File: config.mk
export PLATFORM = sky130hd
export DESIGN_NAME = dffram_nr1w_flat
export DESIGN_NICKNAME = d
export VERILOG_FILES = /design/src/rtl/dffram_nr1w_if.sv /design/src/rtl/dffram_nr1w.sv /design/src/flat_wrapper.sv
export SDC_FILE = /design/constraint.sdc
export NUM_CORES = 1
export LEC_CHECK = 0
export BUFFER_PORTS_ARGS = -buffer_cell sky130_fd_sc_hd__buf_2
export CAP_MARGIN = 20
export CORE_UTILIZATION = 42
export CTS_CLUSTER_SIZE = 14
export DETAILED_ROUTE_END_ITERATION = 10
export PLACE_DENSITY = 0.57
export SYNTH_ARGS = -nofsm -noshare
export SYNTH_HDL_FRONTEND = slang
export SYNTH_SLANG_ARGS = --single-unit
export TNS_END_PERCENT = 5
File: constraint.sdc
create_clock -name clk -period 2.7 [get_ports clk]
set_input_delay 0.405 -clock clk [delete_from_list [all_inputs] [get_ports clk]]
set_output_delay 0.405 -clock clk [all_outputs]
set_load 0.005 [all_outputs]
File: src/rtl/dffram_nr1w_if.sv
// Bus bundle for the dffram_nr1w register file.
// Carries the write port (w_en/w_addr/w_mask/w_data) and the global
// write-through enable wt_en. It also carries the packed read ports
// (r_addr/r_buf/r_data), the clear request/status (clr_req/busy) and
// the out-of-range write flag (w_oob).
// master: the block that drives writes and reads (user / testbench).
// slave : the register file itself.
interface dffram_nr1w_if #(
  parameter int AWIDTH = 5,
  parameter int LANES  = 2,
  parameter int LWIDTH = 4,
  parameter int NREAD  = 2
);
  localparam int WWIDTH = LANES * LWIDTH;

  logic                      w_en;
  logic [AWIDTH-1:0]         w_addr;
  logic [LANES-1:0]          w_mask;
  logic [WWIDTH-1:0]         w_data;
  logic                      wt_en;
  logic [NREAD*AWIDTH-1:0]   r_addr;
  logic [NREAD-1:0]          r_buf;
  logic [NREAD*WWIDTH-1:0]   r_data;
  logic                      clr_req;
  logic                      busy;
  logic                      w_oob;

  modport master (
    output w_en, w_addr, w_mask, w_data, wt_en, r_addr, r_buf, clr_req,
    input  r_data, busy, w_oob
  );

  modport slave (
    input  w_en, w_addr, w_mask, w_data, wt_en, r_addr, r_buf, clr_req,
    output r_data, busy, w_oob
  );
endinterface

File: src/rtl/dffram_nr1w.sv
// dffram_nr1w: flip-flop register file, one lane-masked write port and
// NREAD read ports. Each read port selects combinational or registered
// output at run time.
// Features:
//   - address-compare write-through bypass (wt_en)
//   - zero data for out-of-range addresses (>= DEPTH)
//   - a sequential clear engine that zeroes storage one word per cycle,
//     after reset (CLEAR_ON_RESET) or on clr_req
// Ports:
//   clk    rising-edge clock
//   rst_n  synchronous active-low reset (control state and read buffers)
//   bus    dffram_nr1w_if.slave (write port, read ports, clear, flags)
module dffram_nr1w #(
  parameter int AWIDTH         = 5,
  parameter int DEPTH          = 24,
  parameter int LANES          = 2,
  parameter int LWIDTH         = 4,
  parameter int NREAD          = 2,
  parameter int CLEAR_ON_RESET = 1
) (
  input  logic          clk,
  input  logic          rst_n,
  dffram_nr1w_if.slave  bus
);
  localparam int WWIDTH = LANES * LWIDTH;
  localparam logic [AWIDTH:0]   DEPTH_W = (AWIDTH+1)'(DEPTH);
  localparam logic [AWIDTH-1:0] LAST    = AWIDTH'(DEPTH - 1);

  typedef enum logic {IDLE = 1'b0, CLEAR = 1'b1} state_e;

  state_e              state_q;
  logic [AWIDTH-1:0]   clr_ptr_q;
  logic                w_oob_q;
  logic                w_oob_d;
  logic [WWIDTH-1:0]   mem_q  [DEPTH];
  logic [WWIDTH-1:0]   rbuf_q [NREAD];
  logic [WWIDTH-1:0]   rd_word[NREAD];
  logic [AWIDTH-1:0]   ra     [NREAD];
  logic [NREAD-1:0]    r_in_rng;
  logic                busy_w;
  logic                w_in_rng;
  logic                w_accept;
  logic                wr_ok;

  assign busy_w   = (state_q == CLEAR);
  assign w_in_rng = ({1'b0, bus.w_addr} < DEPTH_W);
  // A clear request in IDLE wins over a write in the same cycle.
  assign w_accept = bus.w_en && !busy_w && !bus.clr_req;
  assign wr_ok    = w_accept && w_in_rng;
  assign w_oob_d  = w_accept && !w_in_rng;

  genvar gp;
  generate
    for (gp = 0; gp < NREAD; gp++) begin : g_port
      assign ra[gp]       = bus.r_addr[gp*AWIDTH +: AWIDTH];
      assign r_in_rng[gp] = ({1'b0, ra[gp]} < DEPTH_W);
      assign bus.r_data[gp*WWIDTH +: WWIDTH] = bus.r_buf[gp] ? rbuf_q[gp] : rd_word[gp];
    end
  endgenerate

  assign bus.busy  = busy_w;
  assign bus.w_oob = w_oob_q;

  // Combinational read word per port, with write-through lane overlay.
  always_comb begin
    for (int p = 0; p < NREAD; p++) begin
      rd_word[p] = '0;
      if (!busy_w && r_in_rng[p]) begin
        rd_word[p] = mem_q[ra[p]];
        if (bus.wt_en && bus.w_en && w_in_rng && (ra[p] == bus.w_addr)) begin
          for (int l = 0; l < LANES; l++) begin
            if (bus.w_mask[l]) begin
              rd_word[p][l*LWIDTH +: LWIDTH] = bus.w_data[l*LWIDTH +: LWIDTH];
            end
          end
        end
      end
    end
  end

  // Clear FSM and out-of-range flag.
  always_ff @(posedge clk) begin
    if (!rst_n) begin
      state_q   <= (CLEAR_ON_RESET != 0) ? CLEAR : IDLE;
      clr_ptr_q <= '0;
      w_oob_q   <= 1'b0;
    end else begin
      w_oob_q <= w_oob_d;
      case (state_q)
        IDLE: begin
          if (bus.clr_req) begin
            state_q   <= CLEAR;
            clr_ptr_q <= '0;
          end
        end
        CLEAR: begin
          // clr_req is ignored here; the sweep never restarts.
          if (clr_ptr_q == LAST) begin
            state_q <= IDLE;
          end else begin
            clr_ptr_q <= clr_ptr_q + 1'b1;
          end
        end
        default: state_q <= IDLE;
      endcase
    end
  end

  // Read buffers capture the combinational word every cycle.
  always_ff @(posedge clk) begin
    for (int p = 0; p < NREAD; p++) begin
      if (!rst_n) begin
        rbuf_q[p] <= '0;
      end else begin
        rbuf_q[p] <= rd_word[p];
      end
    end
  end

  // Storage: no reset; a reset edge leaves partially cleared words as they are.
  always_ff @(posedge clk) begin
    if (rst_n) begin
      if (busy_w) begin
        mem_q[clr_ptr_q] <= '0;
      end else if (wr_ok) begin
        for (int l = 0; l < LANES; l++) begin
          if (bus.w_mask[l]) begin
            mem_q[bus.w_addr][l*LWIDTH +: LWIDTH] <= bus.w_data[l*LWIDTH +: LWIDTH];
          end
        end
      end
    end
  end
endmodule

File: src/flat_wrapper.sv
// flat-port wrapper written by rule: the top's interface ports become plain ports
module dffram_nr1w_flat 
#(
  parameter int AWIDTH         = 5,
  parameter int DEPTH          = 24,
  parameter int LANES          = 2,
  parameter int LWIDTH         = 4,
  parameter int NREAD          = 2,
  parameter int CLEAR_ON_RESET = 1
)
  (clk, rst_n, bus_w_en, bus_w_addr, bus_w_mask, bus_w_data, bus_wt_en, bus_r_addr, bus_r_buf, bus_clr_req, bus_r_data, bus_busy, bus_w_oob);
  dffram_nr1w_if #(.AWIDTH(AWIDTH), .LANES(LANES), .LWIDTH(LWIDTH), .NREAD(NREAD)) bus_i ();
  input  logic clk;
  input  logic rst_n;
  input wire logic [$bits(bus_i.w_en)-1:0] bus_w_en;
  input wire logic [$bits(bus_i.w_addr)-1:0] bus_w_addr;
  input wire logic [$bits(bus_i.w_mask)-1:0] bus_w_mask;
  input wire logic [$bits(bus_i.w_data)-1:0] bus_w_data;
  input wire logic [$bits(bus_i.wt_en)-1:0] bus_wt_en;
  input wire logic [$bits(bus_i.r_addr)-1:0] bus_r_addr;
  input wire logic [$bits(bus_i.r_buf)-1:0] bus_r_buf;
  input wire logic [$bits(bus_i.clr_req)-1:0] bus_clr_req;
  output wire logic [$bits(bus_i.r_data)-1:0] bus_r_data;
  output wire logic [$bits(bus_i.busy)-1:0] bus_busy;
  output wire logic [$bits(bus_i.w_oob)-1:0] bus_w_oob;
  assign bus_i.w_en = bus_w_en;
  assign bus_i.w_addr = bus_w_addr;
  assign bus_i.w_mask = bus_w_mask;
  assign bus_i.w_data = bus_w_data;
  assign bus_i.wt_en = bus_wt_en;
  assign bus_i.r_addr = bus_r_addr;
  assign bus_i.r_buf = bus_r_buf;
  assign bus_i.clr_req = bus_clr_req;
  assign bus_r_data = bus_i.r_data;
  assign bus_busy = bus_i.busy;
  assign bus_w_oob = bus_i.w_oob;
  dffram_nr1w #(.AWIDTH(AWIDTH), .DEPTH(DEPTH), .LANES(LANES), .LWIDTH(LWIDTH), .NREAD(NREAD), .CLEAR_ON_RESET(CLEAR_ON_RESET)) u_core (.clk(clk), .rst_n(rst_n), .bus(bus_i));
endmodule
==> out/summary.txt <==
Cell area after synthesis -> 11000 um^2
Routability cong. -> 0.999
Main synth FF type -> edfxtp_1
Synth Warn # -> 0
Drt initial violations -> 718
Gr ovfl total -> 0
Number of max-cap violations -> 0
Io pins -> 50
Endpoints failing setup -> 5
GR Util All Layers -> 25.0%
Synth unique cells -> 51
CP max FO -> 2
Vias in the first global route -> 7765
Pwr Density -> 609 nW/um^2
Clk_lat worst skew -> 530 ps
Worst path bufs/invs -> 2
Root Driver -> clkbuf_16
Reg clk slew, reported paths -> 60 ps
CTS tree -> done
Mapped Cells -> 820
Port buffer count -> 49
Critical-path cell list -> mux4_2 -> mux2_4 -> nand2_1 -> and4_1 -> o31ai_1 -> buf_4 -> buf_2
Sum Neg Setup Slack -> -79.5 ps
LEAKAGE -> 4.29 nW
Worst setup SP type -> register
Die area -> 26800 um^2
Antenna violations before repair -> 1
Avg WL per Cell -> 25.7 um
Post-route setup slack -> -38.3 ps
Final Max Slew Viols -> 0
Nets -> 968
Setup crit end kind -> primary output
ANT nets after route -> 0
First-pass GRT wire length -> 48.5 mm
Crit path DAT -> 2330 ps
Worst path required time -> 2300 ps
Fmax -> 365 MHz
Die X-Extent -> 164 um
Tcrit/Tclk final -> 101%
Post-synthesis register bit count -> 215
Layout cells sized above 1 -> 32.9%
First-pass DRT Iterations -> 6
DR vias/cell -> 6.09
Post-DP HPWL -> 24.6 mm
Longest Clk Path Bufs -> 3
Syn avg cell area -> 13.4 um^2
Failing checks -> setup timing
Placeable Area -> 25400 um^2
Sequential share of the synthesized area -> 56.8%
Worst-Margin Slew -> 774 ps
Post-CTS Hold Buffers -> 0
Power, Total -> 8.05 mW
Core Rows -> 58
Slew Limit Headroom -> 48.4%
Initial core utilization -> 43.2%
Pin count of the biggest net entering global routing -> 41
Area Growth Syn to Fin -> 20.4%
Outcome -> complete, but fails checks
Largest stage delay on the critical path -> 500 ps
Slowest cell on the critical path -> mux4_2
Number of remaining DRC errors -> 0
Clock Sinks -> 215
Post-synth EDFFs -> 192
H-Tree Level Count -> 1
Worst Hold Class -> in2reg
Post-route minimum period -> 2740 ps
Worst slack at placement -> -206 ps
Inserted Diodes -> 0
Cts bufs inserted -> 25
Syn nets -> 853
Worst Skew -> 20.6 ps
Crit Path Class -> reg2out
Peak VDD IR -> 0.357 mV
FFs w/ async S/R, synth -> 0%
WL final -> 33.0 mm
Routed vias -> 7819
Chip Height -> 164 um
Unrepaired setup endpoints after global routing -> yes
Final hold vios -> 0
Top Family by Delay on Critical Path -> multiplexers
cell families (layout without fill, tap and decap cells):
group                      Yosys count  in the layout  share of synthesized area [%]
and+or+nand+nor                    251            251                           12.0
DFF                                215            215                           56.8
muxes                              172            172                           20.6
AOI/OAI and AO/OA                  111            111                           6.93
buffers and inverters               60            193                           2.77
xor gates and xnor gates            10             10                          0.799
adders and majority gates            1              1                          0.114
worst paths after layout:
path / start / end / slack [ps] / cells past startpoint
worst max register to register: u_core.bus.busy$_SDFF_PN1_ / u_core.mem_q[6][6]$_DFFE_PP_ / 270 / 6
worst min register to register: u_core.clr_ptr_q[1]$_SDFFE_PN0P_ / u_core.clr_ptr_q[1]$_SDFFE_PN0P_ / 570 / 2
worst min-delay path: bus_clr_req / u_core.clr_ptr_q[2]$_SDFFE_PN0P_ / 230 / 4
worst max-delay path: u_core.mem_q[23][1]$_DFFE_PP_ / bus_r_data[1] / -40 / 7
power by group:
| group | total (mW) | switching (mW) | internal, mW |
|---|---|---|---|
| Clock | 3.78 | 1.37 | 2.41 |
| Combinational | 0.643 | 0.371 | 0.271 |
| Sequential | 3.63 | 0.0205 | 3.61 |
| Total | 8.05 | 1.76 | 6.28 |
through the flow:
step	cells	cell area, um^2	util (%)	hold WS [ps]
2_1_floorplan	820	11000	-	502
3_3_place_gp	1236	12200	47.9	547
3_5_place_dp	1237	12200	47.9	572
4_1_cts	1283	13200	51.8	223
5_1_grt	1283	13200	52.0	246
6_report	1283	13200	52.0	234
cells in the mapped netlist, drive strengths merged (2+ instances only):
master	n	area, um^2
clkbuf	19	71.3
o22ai	24	150
or2	3	18.8
mux2i	76	761
o21ai	12	60.1
mux2	64	721
and2	10	62.6
buf	37	218
nor4b	3	32.5
nor2	73	274
a22o	2	17.5
edfxtp	192	5770
nor4	18	125
mux4	32	781
a21oi	14	81.3
dfxtp	23	460
nand2b	11	71.3
nand4	3	18.8
a211oi	8	60.1
nand2	48	183
xor2	9	78.8
nor2b	18	113
and4	11	96.3
nor3b	10	86.3
a22oi	26	195
nand3	20	100
inv	4	15.0
o31ai	16	120
nor3	20	100
a211o	2	17.5
a41oi	3	26.3
worst register-to-register path: stages, from the launching register on:
cell and delay [ps]:
dfxtp_1 310, nand4bb_2 260, nor3b_4 290, buf_4 200, mux2i_1 260, nand2_1 330
nor2_1 440
cell type report:
| type | count | area [um^2] |
|---|---|---|
| repair buffers | 144 | 1100 |
| clock buffers | 31 | 658 |
| flip-flops and latches | 215 | 6230 |
| clock inverters | 14 | 263 |
| fillers | 2193 | 12200 |
| inverters | 4 | 15.0 |
| multi-input cells | 545 | 4530 |
| well taps | 330 | 413 |
what timing repair did:
item                       in CTS  in global routing
pin swaps                       5                  6
setup endpoints to repair      16                 16
buffers inserted                2                  0
resized for setup              29                 22
registers in the layout, summed over array words and instances (netlist names):
signal            cells
u_core.bus.busy       1
u_core.bus.w_oob      1
u_core.clr_ptr_q      5
u_core.mem_q        192
u_core.rbuf_q        16
layout by cell type (no fill, tap or decap), types with 20 or more instances in the layout:
master       n
nor2_1      73
buf_2       46
nor3_1      20
nand2_1     46
mux4_2      30
edfxtp_1   192
mux2_2      60
a22oi_1     26
clkbuf_16   25
dfxtp_1     23
buf_4       86
o22ai_1     23
mux2i_1     74
per-layer routing:
metal	vias up	part of all wire (%)	global-route usage [%]
li1	3422	-	-
met5	-	0.039	0
met4	2	3.6	9.93
met1	3913	42	34.2
met3	80	8.1	4.32
met2	402	46	39.6
No activity file was read; power rests on OpenSTA's default activity.
